[config.mk]
export PLATFORM = sky130hd
export DESIGN_NAME = cpu_oam_dma_flat
export DESIGN_NICKNAME = d
export VERILOG_FILES = /design/src/rtl/cpu_oam_dma_if.sv /design/src/rtl/cpu_oam_dma.sv /design/src/flat_wrapper.sv
export SDC_FILE = /design/constraint.sdc
export NUM_CORES = 1
export LEC_CHECK = 0
export ABC_AREA = 1
export BUFFER_PORTS_ARGS = -buffer_cell sky130_fd_sc_hd__buf_4
export CORE_MARGIN = 2
export CORE_UTILIZATION = 51
export CTS_CLUSTER_DIAMETER = 150
export CTS_CLUSTER_SIZE = 20
export DETAILED_ROUTE_END_ITERATION = 10
export HOLD_SLACK_MARGIN = 0.12
export PLACE_DENSITY = 0.81
export SETUP_SLACK_MARGIN = 0.15
export SYNTH_ARGS = -nofsm -noshare
export SYNTH_HDL_FRONTEND = slang
export SYNTH_SLANG_ARGS = --single-unit
[constraint.sdc]
create_clock -name clk_in -period 2.1 [get_ports clk_in]
set_clock_uncertainty 0.2 [all_clocks]
set_input_delay 0 -clock clk_in [delete_from_list [all_inputs] [get_ports clk_in]]
set_output_delay 0 -clock clk_in [all_outputs]
set_load 0.02 [all_outputs]
[src/rtl/cpu_oam_dma_if.sv]
// cpu_oam_dma_if -- bus bundle for the OAM DMA engine.
//
// Groups the CPU-side inputs, the DMA source-memory port and the PPU register
// interface port into one interface. Clock and reset are not carried here.
//   ce_in          CPU cycle enable
//   cpu_a_in       CPU address
//   cpu_r_nw_in    CPU read(1)/write(0)
//   cpu_d_in       CPU write data
//   mem_d_in       memory read data returned for mem_a_out
//   mem_a_out      DMA source address (zero outside READ)
//   mem_r_nw_out   memory strobe, always read
//   ri_sel_out     PPU register select
//   ri_ncs_out     PPU register chip select, active low
//   ri_r_nw_out    PPU register read(1)/write(0)
//   ri_d_out       PPU register write data
//   dma_active_out high while a transfer runs (CPU RDY low)
// master: the environment (CPU, memory, PPU side); slave: the DMA engine.
interface cpu_oam_dma_if;
  logic        ce_in;
  logic [15:0] cpu_a_in;
  logic        cpu_r_nw_in;
  logic [7:0]  cpu_d_in;
  logic [7:0]  mem_d_in;
  logic [15:0] mem_a_out;
  logic        mem_r_nw_out;
  logic [2:0]  ri_sel_out;
  logic        ri_ncs_out;
  logic        ri_r_nw_out;
  logic [7:0]  ri_d_out;
  logic        dma_active_out;

  modport master (
    output ce_in, cpu_a_in, cpu_r_nw_in, cpu_d_in, mem_d_in,
    input  mem_a_out, mem_r_nw_out, ri_sel_out, ri_ncs_out, ri_r_nw_out,
           ri_d_out, dma_active_out
  );

  modport slave (
    input  ce_in, cpu_a_in, cpu_r_nw_in, cpu_d_in, mem_d_in,
    output mem_a_out, mem_r_nw_out, ri_sel_out, ri_ncs_out, ri_r_nw_out,
           ri_d_out, dma_active_out
  );
endinterface

[src/rtl/cpu_oam_dma.sv]
// cpu_oam_dma -- sprite (OAM) DMA engine.
//
// A CPU write to DMA_ADDR latches a source page and copies the 256 bytes
// {page,00}..{page,FF} from CPU memory into the PPU OAMDATA register, one
// READ/WRITE pair per byte after a single START alignment cycle. All state
// advances only on clk_in edges where ce_in is high.
// Ports:
//   clk_in  system clock
//   rst_in  synchronous active-high reset
//   bus     cpu_oam_dma_if.slave (CPU inputs, memory port, PPU register port,
//           dma_active_out)
// Every output is a register (mem_r_nw_out is a constant); no CPU input
// reaches an output combinationally.
module cpu_oam_dma #(
  parameter logic [15:0] DMA_ADDR     = 16'h4014,
  parameter logic [2:0]  OAM_DATA_SEL = 3'h4
) (
  input  logic         clk_in,
  input  logic         rst_in,
  cpu_oam_dma_if.slave bus
);

  typedef enum logic [1:0] {
    ST_IDLE  = 2'd0,
    ST_START = 2'd1,
    ST_READ  = 2'd2,
    ST_WRITE = 2'd3
  } state_t;

  state_t      state_r;
  logic [7:0]  cnt_r;
  logic [7:0]  page_r;
  // Data latch; it doubles as the ri_d_out register, so it is cleared when
  // WRITE is left to keep ri_d_out at zero outside WRITE.
  logic [7:0]  data_r;
  logic [15:0] mem_a_r;
  logic [2:0]  ri_sel_r;
  logic        ri_ncs_r;
  logic        ri_r_nw_r;
  logic        dma_active_r;
  logic        trigger_s;
  logic [7:0]  cnt_next_s;

  assign trigger_s  = (bus.cpu_a_in == DMA_ADDR) && (bus.cpu_r_nw_in == 1'b0);
  // 8-bit wrap is intended: the source address never carries into the page.
  assign cnt_next_s = cnt_r + 8'd1;

  // Transfer FSM with registered outputs; each output register is loaded with
  // the value belonging to the state being entered.
  always_ff @(posedge clk_in) begin
    if (rst_in) begin
      state_r      <= ST_IDLE;
      cnt_r        <= 8'h00;
      page_r       <= 8'h00;
      data_r       <= 8'h00;
      mem_a_r      <= 16'h0000;
      ri_sel_r     <= 3'h0;
      ri_ncs_r     <= 1'b1;
      ri_r_nw_r    <= 1'b1;
      dma_active_r <= 1'b0;
    end else if (bus.ce_in) begin
      case (state_r)
        ST_IDLE: begin
          if (trigger_s) begin
            page_r       <= bus.cpu_d_in;
            cnt_r        <= 8'h00;
            dma_active_r <= 1'b1;
            state_r      <= ST_START;
          end
        end
        ST_START: begin
          mem_a_r <= {page_r, cnt_r};
          state_r <= ST_READ;
        end
        ST_READ: begin
          data_r    <= bus.mem_d_in;
          mem_a_r   <= 16'h0000;
          ri_sel_r  <= OAM_DATA_SEL;
          ri_ncs_r  <= 1'b0;
          ri_r_nw_r <= 1'b0;
          state_r   <= ST_WRITE;
        end
        ST_WRITE: begin
          data_r    <= 8'h00;
          ri_sel_r  <= 3'h0;
          ri_ncs_r  <= 1'b1;
          ri_r_nw_r <= 1'b1;
          if (cnt_r == 8'hFF) begin
            dma_active_r <= 1'b0;
            state_r      <= ST_IDLE;
          end else begin
            cnt_r   <= cnt_next_s;
            mem_a_r <= {page_r, cnt_next_s};
            state_r <= ST_READ;
          end
        end
        default: begin
          state_r      <= ST_IDLE;
          cnt_r        <= 8'h00;
          data_r       <= 8'h00;
          mem_a_r      <= 16'h0000;
          ri_sel_r     <= 3'h0;
          ri_ncs_r     <= 1'b1;
          ri_r_nw_r    <= 1'b1;
          dma_active_r <= 1'b0;
        end
      endcase
    end
  end

  assign bus.mem_a_out      = mem_a_r;
  assign bus.mem_r_nw_out   = 1'b1;
  assign bus.ri_sel_out     = ri_sel_r;
  assign bus.ri_ncs_out     = ri_ncs_r;
  assign bus.ri_r_nw_out    = ri_r_nw_r;
  assign bus.ri_d_out       = data_r;
  assign bus.dma_active_out = dma_active_r;

endmodule

[src/flat_wrapper.sv]
// flat-port wrapper written by rule: the top's interface ports become plain ports
module cpu_oam_dma_flat 
#(
  parameter logic [15:0] DMA_ADDR     = 16'h4014,
  parameter logic [2:0]  OAM_DATA_SEL = 3'h4
)
  (clk_in, rst_in, bus_ce_in, bus_cpu_a_in, bus_cpu_r_nw_in, bus_cpu_d_in, bus_mem_d_in, bus_mem_a_out, bus_mem_r_nw_out, bus_ri_sel_out, bus_ri_ncs_out, bus_ri_r_nw_out, bus_ri_d_out, bus_dma_active_out);
  cpu_oam_dma_if bus_i ();
  input  logic clk_in;
  input  logic rst_in;
  input wire logic [$bits(bus_i.ce_in)-1:0] bus_ce_in;
  input wire logic [$bits(bus_i.cpu_a_in)-1:0] bus_cpu_a_in;
  input wire logic [$bits(bus_i.cpu_r_nw_in)-1:0] bus_cpu_r_nw_in;
  input wire logic [$bits(bus_i.cpu_d_in)-1:0] bus_cpu_d_in;
  input wire logic [$bits(bus_i.mem_d_in)-1:0] bus_mem_d_in;
  output wire logic [$bits(bus_i.mem_a_out)-1:0] bus_mem_a_out;
  output wire logic [$bits(bus_i.mem_r_nw_out)-1:0] bus_mem_r_nw_out;
  output wire logic [$bits(bus_i.ri_sel_out)-1:0] bus_ri_sel_out;
  output wire logic [$bits(bus_i.ri_ncs_out)-1:0] bus_ri_ncs_out;
  output wire logic [$bits(bus_i.ri_r_nw_out)-1:0] bus_ri_r_nw_out;
  output wire logic [$bits(bus_i.ri_d_out)-1:0] bus_ri_d_out;
  output wire logic [$bits(bus_i.dma_active_out)-1:0] bus_dma_active_out;
  assign bus_i.ce_in = bus_ce_in;
  assign bus_i.cpu_a_in = bus_cpu_a_in;
  assign bus_i.cpu_r_nw_in = bus_cpu_r_nw_in;
  assign bus_i.cpu_d_in = bus_cpu_d_in;
  assign bus_i.mem_d_in = bus_mem_d_in;
  assign bus_mem_a_out = bus_i.mem_a_out;
  assign bus_mem_r_nw_out = bus_i.mem_r_nw_out;
  assign bus_ri_sel_out = bus_i.ri_sel_out;
  assign bus_ri_ncs_out = bus_i.ri_ncs_out;
  assign bus_ri_r_nw_out = bus_i.ri_r_nw_out;
  assign bus_ri_d_out = bus_i.ri_d_out;
  assign bus_dma_active_out = bus_i.dma_active_out;
  cpu_oam_dma #(.DMA_ADDR(DMA_ADDR), .OAM_DATA_SEL(OAM_DATA_SEL)) u_core (.clk_in(clk_in), .rst_in(rst_in), .bus(bus_i));
endmodule
# Word level (Yosys, flattened, before mapping)
# Cells that the tools add are included.
[totals]
in_bits = 36
reg_bits = 47
out_inout_bits = 31
wordCells = 43
[classes]
n_bitwise = 1
muxes = 14
n_reduce_logical = 11
eq_ne = 8
add_sub_neg = 1
[ops]
columns = ["op", "count"]
rows = [
  ["$pmux 16 s3", 1],
  ["$pmux 8 s2", 2],
  ["$eq 16x15->1 const B", 1],
  ["$mux 16", 1],
  ["$mux 8", 2],
  ["$add 8x1->8 const B", 1],
  ["$eq 8x8->1 const B", 1],
  ["$pmux 2 s4", 1],
  ["$reduce_and 4->1", 2],
  ["$pmux 3 s2", 1],
  ["$reduce_and 3->1", 2],
  ["$eq 2x2->1 const B", 2],
  ["$mux 2", 2],
  ["$ne 2x1->1 const B", 2],
  ["$pmux 1 s2", 2],
  ["$reduce_and 2->1", 2],
  ["$reduce_bool 2->1", 2],
  ["$reduce_bool 3->1", 1],
  ["$eq 2x1->1 const B", 1],
  ["$logic_not 2->1", 1],
  ["$mux 1", 2],
  ["$ne 2x2->1 const B", 1],
  ["$logic_and 1x1->1", 1],
  ["$not 1->1", 1],
]

# Logic depth before layout (Yosys ltp)
[logic_depth]
depth_word = 4
ltp_mapped = 10
depth_no_buf = 10

# Worst setup path after synthesis
# Ideal clock, no wire load.
[synth_path]
kind = "register to register"
startpoint = "register u_core.cnt_r[0]"
endpoint = "register u_core.mem_a_r[6], in the netlist u_core.bus.mem_a_out[6]"
t_arrival_ns = 1.322
path_stages_with_launch = 10
setup_slack_ns = 0.464
setup_ns = 0.114
required_ns = 1.786
path_buffers = 1
period_less_slack_ns = 1.636
cell_sequence = "dfxtp_1 ha_1 nand2_2 nor2_4 nand3_4 nand2_2 inv_2 buf_6 o211ai_2 inv_1"
[synth_via]
elab_chain_len = 3
word_cells_on_any_way = 6
cone_classes = "add/sub: 1; eq/ne: 2; mux: 2; reduce/logical: 1"
[synth_lines]
columns = ["item", "line_no", "text"]
rows = [
  ["start: declaration", "cpu_oam_dma.sv:31", "logic [7:0] cnt_r;"],
  ["start signal: assignment", "cpu_oam_dma.sv:92", "cnt_r <= cnt_next_s;"],
  ["$add 8x1->8 / $eq 8x8->1 (equally long branches)", "cpu_oam_dma.sv:46, cpu_oam_dma.sv:88", ""],
  ["$mux 16 / $ne 2x2->1 (equally long branches)", "-", ""],
  ["$pmux 16 s3 / $reduce_and 3->1 (equally long branches)", "-", ""],
  ["end signal: assignment", "cpu_oam_dma.sv:72", "mem_a_r <= {page_r, cnt_r};"],
  ["end signal: assignment", "cpu_oam_dma.sv:93", "mem_a_r <= {page_r, cnt_next_s};"],
  ["end: declaration", "cpu_oam_dma.sv:36", "logic [15:0] mem_a_r;"],
]
# Several ways; a longest one is shown, not always the timed one. The select of a mux whose other input is x is not followed.
# A chain may end at the register's enable or synchronous reset.

# Final worst setup path
[layout_path]
startpoint = "register u_core.state_r[1]"
endpoint = "register u_core.mem_a_r[6], in the netlist u_core.bus.mem_a_out[6]"
[layout_via]
elab_chain_len = 3
word_cells_on_any_way = 7
cone_classes = "eq/ne: 4; mux: 1; reduce/logical: 2"
[layout_lines]
columns = ["item", "line_no", "text"]
rows = [
  ["start: declaration", "cpu_oam_dma.sv:30", "state_t state_r;"],
  ["start signal: assignment", "cpu_oam_dma.sv:52", "state_r <= ST_IDLE;"],
  ["start signal: assignment", "cpu_oam_dma.sv:68", "state_r <= ST_START;"],
  ["start signal: assignment", "cpu_oam_dma.sv:73", "state_r <= ST_READ;"],
  ["$eq 2x2->1 / $eq 2x1->1 (equally long branches)", "cpu_oam_dma.sv:62", "case (state_r)"],
  ["$ne 2x2->1 (no source line) / $reduce_bool 3->1 (equally long branches)", "-", ""],
  ["$reduce_and 3->1 (no source line)", "-", ""],
]
# Several ways; a longest one is shown, not always the timed one.

==> metrics <==
startpoint types register; Seq cells post-synth 45; Met2 Wirelength between 2000 and 3000 µm; Ys Warns 0; CTS Buffer Depth 2; post-synthesis simple-gate area fraction approximately a third; Crit path max-delay family flip-flops; via count between 2000 and 2500; max incr delay on CP around 400 ps; Hold Path Sink u_core.page_r[6]$_SDFFE_PP0P_; Setup TNS 0 ps; Distinct cells, synth 29; clock root buffer clkbuf_8; largest cells by area after synthesis dfxtp_1 (41%), nand2_1 (15%), nor2_1 (7.3%); Layout area overhead 36.88%; post-route DRC violation count 0; DIE WIDTH 69.66 µm; adder-cell share of the synthesized area under 10%; most frequent CP cell inv_1; layout cells sized above 1 a little under a quarter; Iteration-0 DRC Markers between 150 and 200; peak supply drop about 330 µV; Hold Crit Depth 8; vias in the first global route slightly above 2000; initial core utilization between 50% and 60%; crit path DAT approximately 1800 ps; highest routed layer met4; Syn Inst Count between 300 and 400; Synth top area share about two fifths; Critical R2R Capture u_core.bus.mem_a_out[6]$_SDFFE_PP0P_; Met1 Wirelength ~2400 µm; setup ws final 274.6 ps; antenna-violating nets left 0; HPWL after DPL 3643 µm; fmax between 0.5 and 0.6 GHz; Crit Path Category register to register; multiplexer share of the synthesized area 0%; IO buf count between 60 and 70; H-tree levels 2; syn avg cell area 6.935 µm²; worst reg2reg path depth 8; GRT overflow 0; worst endpoint required time ~2100 ps; die area slightly below 5000 µm²; pre-CTS setup slack ~190 ps; TritonRoute pass-1 iters 6; Lkg Pwr ~1.4 nW; Final Max Tran Viols 0; crit path from u_core.state_r[1]$_SDFFE_PP0P_; reg-to-reg setup timing slack ~270 ps; Core ar. slightly above 4000 µm²; TritonCTS clock tree done; TritonCTS buffer count 5; drt wl/cell 12.43 µm; Synth Area in Compound Gates 11.78%; sequential share of the synthesized area ~41%; fin nets 441; CP max FO 22; final worst-path cycle share around 87%; WL final between 5000 and 6000 µm; Tot GR Track Use between 20 and 25%; hold_sp bus_cpu_a_in[8]; worst skew pair latency around 300 ps; RSZ-0062 raised after global routing no; final hold violations 0; clk slew on worst S/H paths ~80 ps; initial antenna violation count 0; Detail Route met3 WL 461 µm; most area-hungry cell type in the Yosys netlist dfxtp_1; # IOs between 60 and 70; status completed; Max-Cap Viols 0; # diodes 0; crit path capture type register; Filler Cells Inserted between 300 and 400; Worst Hold Class input port to register; largest family of logic cells by synthesized area simple AND/OR/NAND/NOR gates; XOR/XNOR Fraction of Synth Area 0%; CP bufs+invs 3; largest net degree at the start of global routing 23; Mapped Area about 2200 µm²; R2R Path Start u_core.state_r[1]$_SDFFE_PP0P_; Placer Congestion between 0.9 and 1; Power Dens Cells between 500 and 600 nW/µm²; row count 23; Slowest cell on crit path dfxtp_1; first-pass GRT wire length between 9000 and 10000 µm; CP Cell Sequence inv_1 > ha_1 > nor2_2 > nand2_2 > inv_4 > o211ai_1 > o211ai_2 > inv_1; chip height between 60 and 70 µm; Clock Sinks 45; Tmin final 1825 ps; Vias per Instance around 5; Final Setup Violations 0
[cell usage after synthesis (all sizes together)]
cell type,number
nand2,89
nor2,49
dfxtp,45
inv,39
a21oi,24
o21ai,16
nand3,15
buf,12
nand4,8
a31oi,5
ha,4
clkbuf,2
conb,2
o211ai,2
clkinv,1
nand3b,1
nor3b,1
o21a,1
or2,1
[worst min-delay path, stage by stage]
cell	delay, ps
buf_4	70
nor2_1	30
nand2_1	50
nor2_1	40
nand3_1	100
nand3b_4	250
nor2_1	60
nor2_1	80
[report_power, final]
group | internal, W | switching [W]
Sequential | 0.000852 | 0.00000000678
Clock | 0.000346 | 0.000286
Combinational | 0.0000737 | 0.0000471
Total | 0.00127 | 0.000333
[metal layers]
metal | global-route usage [%] | vias up
li1 | - | 1159
met1 | 28.58 | 1008
met2 | 38.03 | 91
met3 | 4.360 | 4
met4 | 8.333 | 0
met5 | 0 | -
[cell families after synthesis]
group / Yosys count
adder cells (fa/ha/maj): 4
AO/OA/AOI/OAI: 48
AND/OR/NAND/NOR: 164
buffers and inverters: 54
other: 2
flip-flops: 45
[layout make-up]
type / count / area (µm²) / area share [%]
clock inverters: 2 / 35.03 / 1.164
clock buffers: 5 / 68.82 / 2.287
multi-input cells: 219 / 1062 / 35.30
repair buffers: 90 / 725.7 / 24.12
inverters: 40 / 152.6 / 5.073
flip-flops and latches: 45 / 902.1 / 29.98
well taps: 50 / 62.56 / 2.079
[through the flow]
stage               total power [W]  hold slack (ps)  cell area (µm²)  util, %  instances
floorplan                 0.0009067           -65.08             2202        -        318
global placement          0.0009598            22.59             2674    65.43        422
detailed placement        0.0009603            29.66             2674    65.43        422
CTS                        0.001608            188.1             2978    72.87        449
global route               0.001655            284.1             3009    73.64        451
finish                     0.001605            215.4             3009    73.64        451
[worst max path at each step]
stage | end | slack [ps] | depth (start not counted)
final | u_core.bus.mem_a_out[6]$_SDFFE_PP0P_ | 270 | 8
after global placement | u_core.bus.mem_a_out[6]$_SDFFE_PP0P_ | 270 | 9
after CTS | u_core.bus.mem_a_out[6]$_SDFFE_PP0P_ | 160 | 8
after detailed placement | u_core.bus.mem_a_out[6]$_SDFFE_PP0P_ | 190 | 9
after global routing | u_core.bus.mem_a_out[5]$_SDFFE_PP0P_ | 170 | 10
after floorplan | u_core.bus.mem_a_out[6]$_SDFFE_PP0P_ | 460 | 9
[cells in the final DEF, fill, tap and decap left out, types with 2 or more instances in the layout]
cell type       n
nor2_4          4
ha_1            4
a31oi_1         5
o21ai_0         6
dfxtp_1        44
nor2_2          2
nand2_2         2
nand4_1         8
inv_1          35
buf_4          70
nor2_1         43
o21ai_1        10
a21oi_1        24
nand3_1        13
nand3_4         2
nand2_1        87
dlygate4sd3_1  20
clkbuf_8        5
inv_2           3
conb_1          3
[sequential cells by signal, indices dropped and copies added (netlist names)]
signal                     cells
u_core.page_r                  8
u_core.bus.ri_d_out            8
u_core.bus.ri_ncs_out          1
u_core.bus.dma_active_out      1
u_core.cnt_r                   8
u_core.bus.ri_sel_out          1
u_core.bus.mem_a_out          16
u_core.state_r                 2
[timing repair]
item	4_1_cts	5_1_grt
hold buffers	20	0
resized for setup	0	5
setup buffers	0	2
setup endpoints to repair	0	16
endpoints found under the hold margin	36	0
Power figures use the tool's default switching activity.
